==> src/rtl/morra_pkg.sv <==
// Shared types and constants for the MorraCinese match sequencer.
package morra_pkg;

  typedef enum logic [1:0] {
    NONE    = 2'b00,
    SASSO   = 2'b01,
    CARTA   = 2'b10,
    FORBICE = 2'b11
  } move_t;

  // RES_RUN doubles as "invalid manche" on the core_manche bus.
  typedef enum logic [1:0] {
    RES_RUN     = 2'b00,
    RES_PRIMO   = 2'b01,
    RES_SECONDO = 2'b10,
    RES_TIE     = 2'b11
  } result_t;

  typedef enum logic [2:0] {
    ST_IDLE,
    ST_CONFIG,
    ST_WAIT_MOVES,
    ST_ISSUE,
    ST_RESULT,
    ST_GAME_END,
    ST_DONE
  } ctrl_state_t;

  localparam logic [4:0] MANCHE_MIN = 5'd4;
  localparam logic [4:0] MANCHE_MAX = 5'd19;

  function automatic logic [4:0] clamp_manche(input logic [4:0] m);
    if (m < MANCHE_MIN) return MANCHE_MIN;
    if (m > MANCHE_MAX) return MANCHE_MAX;
    return m;
  endfunction

endpackage

==> src/rtl/morra_move_slot.sv <==
// One-entry move latch for a single player port; only non-NONE moves fill it.
module morra_move_slot
  import morra_pkg::*;
(
  input  logic       clk,
  input  logic       rst_n,
  input  logic       en,
  input  logic       clear,
  input  logic       valid,
  input  logic [1:0] move_in,
  output logic       ready,
  output logic       full,
  output logic       fill,
  output logic [1:0] move_out
);

  move_t move_q, move_d;
  logic  full_q, full_d;

  always_comb begin
    ready  = en && !full_q;
    fill   = valid && ready && (move_in != NONE);
    full_d = full_q;
    move_d = move_q;
    if (clear) begin
      full_d = 1'b0;
      move_d = NONE;
    end else if (fill) begin
      full_d = 1'b1;
      move_d = move_t'(move_in);
    end
  end

  // NOTE: sequential state uses non-blocking assignments so every flop samples pre-edge values.
  always_ff @(posedge clk or negedge rst_n) begin
    if (!rst_n) begin
      full_q <= 1'b0;
      move_q <= NONE;
    end else begin
      full_q <= full_d;
      move_q <= move_d;
    end
  end

  assign full     = full_q;
  assign move_out = move_q;

endmodule

==> src/rtl/morra_match_ctrl.sv <==
// Match sequencer between two player ports and the MorraCinese core.
// Optional stall abort enabled by defining MORRA_TIMEOUT_EN.
module morra_match_ctrl
  import morra_pkg::*;
#(
  parameter int CNT_W = 4
`ifdef MORRA_TIMEOUT_EN
  , parameter int TIMEOUT_CYC = 255
`endif
) (
  input  logic             clk,
  input  logic             rst_n,
  input  logic             start,
  input  logic [4:0]       cfg_max_manche,
  input  logic [CNT_W-1:0] cfg_num_games,
  input  logic [1:0]       p1_move,
  input  logic [1:0]       p2_move,
  input  logic             p1_valid,
  input  logic             p2_valid,
  output logic             p1_ready,
  output logic             p2_ready,
  output logic [1:0]       core_primo,
  output logic [1:0]       core_secondo,
  output logic             core_inizia,
  input  logic [1:0]       core_manche,
  input  logic [1:0]       core_partita,
  output logic             round_valid,
  output logic [1:0]       round_result,
  output logic             game_valid,
  output logic [1:0]       game_result,
  output logic [CNT_W-1:0] p1_wins,
  output logic [CNT_W-1:0] p2_wins,
  output logic [CNT_W-1:0] ties,
  output logic             busy,
  output logic             done
`ifdef MORRA_TIMEOUT_EN
  , output logic           abort
`endif
);

  ctrl_state_t      state_q, state_d;
  logic [4:0]       max_q, max_d;
  logic [CNT_W-1:0] num_q, num_d, games_q, games_d;
  logic [CNT_W-1:0] p1w_q, p1w_d, p2w_q, p2w_d, tie_q, tie_d;
  result_t          round_res_q, round_res_d, game_res_q, game_res_d;
  logic             slot_en, slot_clr;
  logic             p1_full, p1_fill, p2_full, p2_fill;
  logic [1:0]       p1_slot_move, p2_slot_move;

`ifdef MORRA_TIMEOUT_EN
  localparam int TMO_W = $clog2(TIMEOUT_CYC + 1);
  logic [TMO_W-1:0] tmo_q, tmo_d;
  logic             abort_q, abort_d;
  logic             any_accept;
  assign any_accept = (p1_valid && p1_ready) || (p2_valid && p2_ready);
  assign abort      = abort_q;
`endif

  function automatic logic [CNT_W-1:0] sat_inc(input logic [CNT_W-1:0] v);
    return (&v) ? v : v + CNT_W'(1);
  endfunction

  morra_move_slot u_slot_p1 (
    .clk(clk), .rst_n(rst_n), .en(slot_en), .clear(slot_clr),
    .valid(p1_valid), .move_in(p1_move), .ready(p1_ready),
    .full(p1_full), .fill(p1_fill), .move_out(p1_slot_move)
  );

  morra_move_slot u_slot_p2 (
    .clk(clk), .rst_n(rst_n), .en(slot_en), .clear(slot_clr),
    .valid(p2_valid), .move_in(p2_move), .ready(p2_ready),
    .full(p2_full), .fill(p2_fill), .move_out(p2_slot_move)
  );

  // NOTE: every combinational output gets a default first so no path infers a latch.
  always_comb begin
    state_d      = state_q;
    max_d        = max_q;
    num_d        = num_q;
    games_d      = games_q;
    p1w_d        = p1w_q;
    p2w_d        = p2w_q;
    tie_d        = tie_q;
    round_res_d  = round_res_q;
    game_res_d   = game_res_q;
    slot_en      = 1'b0;
    slot_clr     = 1'b0;
    core_primo   = NONE;
    core_secondo = NONE;
    core_inizia  = 1'b0;
    round_valid  = 1'b0;
    round_result = round_res_q;
    game_valid   = 1'b0;
    done         = 1'b0;
`ifdef MORRA_TIMEOUT_EN
    tmo_d   = '0;
    abort_d = abort_q;
`endif
    unique case (state_q)
      ST_IDLE: if (start) begin
        max_d   = clamp_manche(cfg_max_manche);
        num_d   = (cfg_num_games == '0) ? CNT_W'(1) : cfg_num_games;
        games_d = '0;
        p1w_d   = '0;
        p2w_d   = '0;
        tie_d   = '0;
`ifdef MORRA_TIMEOUT_EN
        abort_d = 1'b0;
`endif
        state_d = ST_CONFIG;
      end
      ST_CONFIG: begin
        core_inizia                 = 1'b1;
        {core_primo, core_secondo}  = 4'(max_q - MANCHE_MIN);
        state_d                     = ST_WAIT_MOVES;
      end
      ST_WAIT_MOVES: begin
        slot_en = 1'b1;
        // Look at the slots' next state so ISSUE follows the filling edge directly.
        if ((p1_full || p1_fill) && (p2_full || p2_fill)) begin
          state_d = ST_ISSUE;
        end
`ifdef MORRA_TIMEOUT_EN
        else if (any_accept) begin
          tmo_d = '0;
        end else if (tmo_q == TMO_W'(TIMEOUT_CYC - 1)) begin
          abort_d    = 1'b1;
          slot_clr   = 1'b1;
          game_res_d = (p1_full && !p2_full) ? RES_PRIMO :
                       (p2_full && !p1_full) ? RES_SECONDO : RES_TIE;
          state_d    = ST_GAME_END;
        end else begin
          tmo_d = tmo_q + TMO_W'(1);
        end
`endif
      end
      ST_ISSUE: begin
        core_primo   = p1_slot_move;
        core_secondo = p2_slot_move;
        slot_clr     = 1'b1;
        state_d      = ST_RESULT;
      end
      ST_RESULT: begin
        round_valid  = 1'b1;
        round_result = core_manche;
        round_res_d  = result_t'(core_manche);
        if (core_partita == RES_RUN) begin
          state_d = ST_WAIT_MOVES;
        end else begin
          game_res_d = result_t'(core_partita);
          state_d    = ST_GAME_END;
        end
      end
      ST_GAME_END: begin
        game_valid = 1'b1;
        games_d    = games_q + CNT_W'(1);
        case (game_res_q)
          RES_PRIMO:   p1w_d = sat_inc(p1w_q);
          RES_SECONDO: p2w_d = sat_inc(p2w_q);
          RES_TIE:     tie_d = sat_inc(tie_q);
          default:     ;
        endcase
`ifdef MORRA_TIMEOUT_EN
        state_d = (games_d == num_q || abort_q) ? ST_DONE : ST_CONFIG;
`else
        state_d = (games_d == num_q) ? ST_DONE : ST_CONFIG;
`endif
      end
      ST_DONE: begin
        done    = 1'b1;
        state_d = ST_IDLE;
      end
      default: state_d = ST_IDLE;
    endcase
  end

  always_ff @(posedge clk or negedge rst_n) begin
    if (!rst_n) begin
      state_q     <= ST_IDLE;
      max_q       <= MANCHE_MIN;
      num_q       <= '0;
      games_q     <= '0;
      p1w_q       <= '0;
      p2w_q       <= '0;
      tie_q       <= '0;
      round_res_q <= RES_RUN;
      game_res_q  <= RES_RUN;
    end else begin
      state_q     <= state_d;
      max_q       <= max_d;
      num_q       <= num_d;
      games_q     <= games_d;
      p1w_q       <= p1w_d;
      p2w_q       <= p2w_d;
      tie_q       <= tie_d;
      round_res_q <= round_res_d;
      game_res_q  <= game_res_d;
    end
  end

`ifdef MORRA_TIMEOUT_EN
  always_ff @(posedge clk or negedge rst_n) begin
    if (!rst_n) begin
      tmo_q   <= '0;
      abort_q <= 1'b0;
    end else begin
      tmo_q   <= tmo_d;
      abort_q <= abort_d;
    end
  end
`endif

  assign game_result = game_res_q;
  assign p1_wins     = p1w_q;
  assign p2_wins     = p2w_q;
  assign ties        = tie_q;
  assign busy        = (state_q != ST_IDLE);

endmodule
==> config.mk <==
export PLATFORM = sky130hd
export DESIGN_NAME = morra_match_ctrl
export DESIGN_NICKNAME = d
export VERILOG_FILES = /design/src/rtl/morra_pkg.sv /design/src/rtl/morra_move_slot.sv /design/src/rtl/morra_match_ctrl.sv
export SDC_FILE = /design/constraint.sdc
export NUM_CORES = 1
export LEC_CHECK = 0
export ABC_AREA = 1
export CORE_MARGIN = 3
export CORE_UTILIZATION = 40
export CTS_CLUSTER_DIAMETER = 200
export DETAILED_ROUTE_END_ITERATION = 8
export GPL_TIMING_DRIVEN = 1
export PLACE_DENSITY = 0.69
export SLEW_MARGIN = 15
export SYNTH_ARGS = -nofsm -noshare
export SYNTH_HDL_FRONTEND = slang
export SYNTH_SLANG_ARGS = --single-unit
==> constraint.sdc <==
create_clock -name clk -period 1.8 [get_ports clk]
set_input_delay 0.27 -clock clk [delete_from_list [all_inputs] [get_ports clk]]
set_output_delay 0.27 -clock clk [all_outputs]
set_load 0.01 [all_outputs]
# After elaboration in Yosys (flattened, before gate mapping)
# Index checks and enable logic that the tools add are counted.
[classes]
eq_ne = 18
addsub = 5
reduce_logical = 30
muxes = 45
magnitude_cmp = 2
bitwise_logic = 1
[ops]
columns = ["operator", "count"]
rows = [
  ["$mux W4", 12],
  ["$pmux W4 S2", 4],
  ["$reduce_and A4 Y1", 6],
  ["$pmux W3 S6", 1],
  ["$mux W1", 17],
  ["$add A4 B1 Y4 const B", 4],
  ["$mux W3", 4],
  ["$ne A2 B2 Y1 const B", 6],
  ["$mux W2", 5],
  ["$reduce_bool A2 Y1", 5],
  ["$eq A3 B3 Y1 const B", 3],
  ["$pmux W2 S2", 2],
  ["$reduce_and A2 Y1", 4],
  ["$logic_and A1 B1 Y1", 7],
  ["$eq A3 B2 Y1 const B", 2],
  ["$gt A5 B5 Y1 const B", 1],
  ["$lt A5 B3 Y1 const B", 1],
  ["$eq A2 B2 Y1 const B", 2],
  ["$eq A4 B4 Y1", 1],
  ["$logic_not A4 Y1", 1],
  ["$ne A2 B1 Y1 const B", 2],
  ["$sub A4 B3 Y4 const B", 1],
  ["$eq A3 B1 Y1 const B", 1],
  ["$logic_not A3 Y1", 1],
  ["6 further kinds", 8],
]
[word_totals]
regBits = 37
elab_cells = 114
input_bits = 22

# Depth between registers and ports, before layout
[logic_depth]
ltp_word = 9
ltp_mapped = 9
ltp_nobuf = 9

# Hierarchy
# From an unflattened synthesis, not the netlist that was laid out.
[hier_totals]
hier_cells = 261
hier_area_um2 = 2038.2
[modules_own_cells]
columns = ["module", "cells_each", "instances", "seq_area_each_um2", "area_per_inst_um2"]
rows = [
  ["morra_match_ctrl", 217, 1, 777.0, 1692.9],
  ["morra_move_slot", 22, 2, 75.1, 172.7],
]

# Least setup slack after synthesis
# OpenSTA, ideal clock, no wires.
[synth_timing]
path_type = "flip-flop to output port"
startpoint = "reg state_q[0]"
endpoint = "out core_primo[0]"
arrival_ns = 1.135
path_buffers = 0
stages_incl_launch_ff = 5
path_slack_ns = 0.395
t_required_ns = 1.530
cell_sequence = "dfrtp_1 inv_2 nor3_2 inv_1 o22ai_1"
[synth_between]
elab_chain_cells = 2
elab_cells_between_ends = 3
classes_between = "eq/ne (2); mux (1)"
[synth_lines]
columns = ["element", "line", "text"]
rows = [
  ["from (decl)", "morra_match_ctrl.sv:41", "ctrl_state_t state_q, state_d;"],
  ["from (signal assigned)", "morra_match_ctrl.sv:189", "state_q <= state_d;"],
  ["$eq A3 B2 Y1 or $eq A3 B1 Y1 (tied branches)", "morra_match_ctrl.sv:99", "unique case (state_q)"],
  ["$pmux W2 S2 *", "morra_match_ctrl.sv:99", ""],
  ["to (decl)", "morra_match_ctrl.sv:22", "output logic [1:0] core_primo,"],
]
# Mark *: on every way between the ends. The rest lies on a longest branch, timed or not.

# Final worst setup path
[layout_timing]
startpoint = "reg state_q[1]"
endpoint = "out round_result[0]"
[layout_between]
elab_chain_cells = 2
[layout_lines]
columns = ["element", "line", "text"]
rows = [
  ["$eq A3 B3 Y1", "morra_match_ctrl.sv:99", ""],
  ["$mux W2", "n/a", ""],
  ["to (decl)", "morra_match_ctrl.sv:28", "output logic [1:0] round_result,"],
]
# Every way passes these cells.

==> run_results.csv <==
group,metric,value,unit
run_status,status,"finished clean",
synth,muxShareOfSynthArea,0.503,%
critical_path,cp_cell_sequence,"inv_2, buf_4, nand2_4, nor2_4, buf_4, nand2_1, nand2_1, buf_2",
synth,syn-instance-count,250,
critical_path,ff2ff_setup_slack,0.27,ns
critical_path,critPathLaunchType,"register",
hold_path,hp-class,"in2async",
drt,drc_errors,0,
timing,hold_viol,0,
synth,synth_async_sr_flop_share,100,%
global_routing,grt_remaining_overflow,0,
critical_path,cp.arrival,1.47,ns
floorplanning,rows,25,
clock_tree,worstSkewPairLatency,0.28,ns
synth,synthSimpleGateAreaFrac,29.2,%
global_routing,antenna_found_initial,0,
timing,clock.fmax,0.576,GHz
floorplanning,start_util,41.9,%
final_layout,synthToLayoutAreaGrowth,37.8,%
power_and_ir_drop,finalPower,3570,uW
timing,setup_ws,0.0641,ns
critical_path,crit_type,"reg2out",
synth,yosys.area_share.xor_xnor,1.76,%
timing,min_period,1.74,ns
clock_tree,cts_tree,"built",
floorplanning,dieArea,5860,sq um
drt,wire_per_inst,11.8,microns
critical_path,crit_path_end_kind,"output port",
drt,routed_wl,4.59,mm
drt,dr.pass1.iters,4,
power_and_ir_drop,power.leakage,0.00137,uW
global_routing,grt_use_total,16.4,%
synth,syn-cell-area,1990,sq um
final_layout,drive_gt1_share,18.3,%
timing,worst_pin_slew,0.460,ns
clock_tree,cts.path.max_buffers,2,
critical_path,max_stage_delay,0.41,ns
power_and_ir_drop,power_density,1300,nW/um^2
power_and_ir_drop,vdd_ir_drop_max,0.674,mV
critical_path,crit_buf_inv,4,
global_routing,grt_pass1_wl,7.77,mm
synth,synth_cell_types,30,
final_layout,diodes,0,
timing,fin_crit_sh,96.4,%
timing,skew,0.00527,ns
final_layout,final_area,2740,sq um
drt,via_per_inst,4.71,
critical_path,r2r_cells,10,
critical_path,cp_slowest_cell,"dfrtp_1",
global_routing,grt_pass1_vias,1732,
synth,yosysTopAreaCell,"dfrtp_1",
synth,ys.flop_type,"dfrtp_1",
final_layout,fill_cells,474,
clock_tree,cts_num_sinks,37,
place,gp_congestion,0.831,
place,pre_cts_ws,0.00526,ns
timing,relSlewSlack,69.4,%
floorplanning,io_pins,49,
critical_path,reg2reg_to,"p1_wins[2]",
critical_path,rr_startpoint,"state_q[1]",
final_layout,finalNetCount,348,
place,dpl_cell_area,2620,sq um
place,dp_hpwl,3.47,mm
synth,synth-seq-area-share,46.6,%
synth,avgSynthCellArea,7.96,sq um
timing,slew_violations,0,
synth,yosys_warnings,0,
drt,ant_nets,0,
synth,post-synth-top-count-cell,"nand2_1",
floorplanning,die_w,76.5,microns
clock_tree,cts_buffers,5,
synth,synth_commonest_cells,"63 x nand2_1, 36 x dfrtp_1, 35 x inv_1, 22 x nand3_1, 18 x nor2_1",
drt,via_count,1832,
critical_path,path_delay_family,"buffers and inverters",
floorplanning,core,4750,sq um
synth,synth_area_leaders,"dfrtp_1 45%, nand2_1 12%, inv_1 6.6%, nand3_1 5.5%, o21ai_0 4.0%",
timing,setup_viol,0,
synth,ys_ff_latch,37,
synth,synth_top_area_share,45.3,%
synth,synth-edff-count,0,
synth,synth_nets,276,
synth,synth-adder-area-share,2.51,%
clock_tree,ctsHtreeMaxLevel,2,
synth,synth-compound-area-share,11.2,%
clock_tree,clk_pin_slew,0.07,ns
global_routing,grt_max_degree,20,
job,maxCapViolations,0,
floorplanning,fp.dieH,76.5,microns
synth,synth_top_family_by_area,"simple AND/OR/NAND/NOR gates",
drt,dr.first_iter.drc_count,66,
critical_path,cp.required,1.53,ns
critical_path,critical_path.max_fanout,5,
clock_tree,root_buffer,"clkbuf_8",
place,port_buffers,48,
-- layout make-up --
cell class	count	area (sq um)	share of cell area (%)
Inverter	40	153	5.56
Multi-Input combinational cell	171	913	33.3
Sequential cell	37	927	33.8
Tap cell	67	83.8	3.06
Timing Repair Buffer	67	581	21.2
Clock buffer	7	86.3	3.15
-- flip-flops by register name, summed over array words and instances, names as in the netlist --
signal,flops
u_slot_p2.move_out,2
round_res_q,2
p2_wins,4
u_slot_p1.full,1
u_slot_p1.move_out,2
u_slot_p2.full,1
game_result,2
state_q,3
games_q,4
p1_wins,4
ties,4
max_q,4
num_q,4
-- worst max path at each step --
stage | from | end | slack, ns | depth (start not counted)
after floorplan | state_q[0] | core_primo[0] | 0.40 | 4
after global placement | state_q[1] | round_result[0] | 0.05 | 7
after detailed placement | state_q[1] | core_secondo[1] | 0.005 | 5
after CTS | state_q[2] | p1_ready | 0.007 | 5
after global routing | state_q[1] | round_result[0] | -0.02 | 8
final | state_q[1] | round_result[0] | 0.06 | 8
-- worst reg2reg max path, stage by stage (launching register included) --
cell and delay, ns:
dfrtp_1 0.41, inv_2 0.07, buf_4 0.12, nand2_4 0.07, nor2_8 0.09, buf_4 0.20
nand3_2 0.10, nand2_2 0.12, inv_2 0.06, a21oi_1 0.12, a21oi_1 0.05
-- logic make-up after synthesis --
| kind of cell | after synthesis |
|---|---|
| fa+ha+maj | 4 |
| mux | 1 |
| simple gates | 123 |
| compound gates | 39 |
| xor+xnor | 4 |
| buf+inv | 42 |
| flops | 37 |
-- layer usage --
layer | track usage (%) | up-vias | wire, microns
li1 | - | 954 | -
met1 | 22.2 | 839 | 2200
met2 | 26.5 | 34 | 2190
met3 | 2.84 | 5 | 148
met4 | 5.43 | 0 | 56
met5 | 0 | - | 0
-- per-stage QoR --
stage                     hold slack, ns  setup TNS, ns  util [%]  std cells
after CTS                          0.475              0      57.5        386
after global placement             0.249              0      55.1        374
after floorplan                  -0.0256              0         -        250
final                              0.466              0      57.7        389
after global routing               0.502        -0.0220      57.7        389
after detailed placement           0.251              0      55.1        374
-- power breakdown --
group / switching, uW / internal (uW) / leakage, uW
Combinational: 928 / 770 / 0.000841
Clock: 279 / 304 / 0.0000443
Sequential: 200 / 1090 / 0.000485
-- repair_timing --
| item | in CTS | in global routing |
|---|---|---|
| hold endpoints to repair | 17 | 0 |
| resized for setup | 24 | 14 |
| endpoints found under the setup margin | 13 | 8 |
| pin swaps | 2 | 1 |
| setup buffers | 4 | 3 |
| hold buffers | 1 | 0 |
-- cells in the final DEF, fill, tap and decap left out --
cell,n
a21oi_1,9
a21oi_2,1
a22o_1,1
buf_2,2
buf_4,18
buf_6,1
clkbuf_1,1
clkbuf_2,6
clkbuf_8,6
clkdlybuf4s50_1,34
dfrtp_1,36
dfstp_2,1
dlygate4sd2_1,5
dlygate4sd3_1,1
ha_1,4
inv_1,34
inv_2,5
inv_4,1
mux2i_1,1
nand2_1,61
nand2_2,5
nand2_4,4
nand3_1,22
nand3_2,1
nand4_1,4
nor2_1,16
nor2_2,2
nor2_4,1
nor2_8,1
nor3_1,3
nor3_2,2
o21ai_0,16
o21ai_1,1
o22ai_1,10
o31ai_2,1
or2_2,1
xnor2_1,1
xor2_1,3
(Power assumes the default switching activity.)
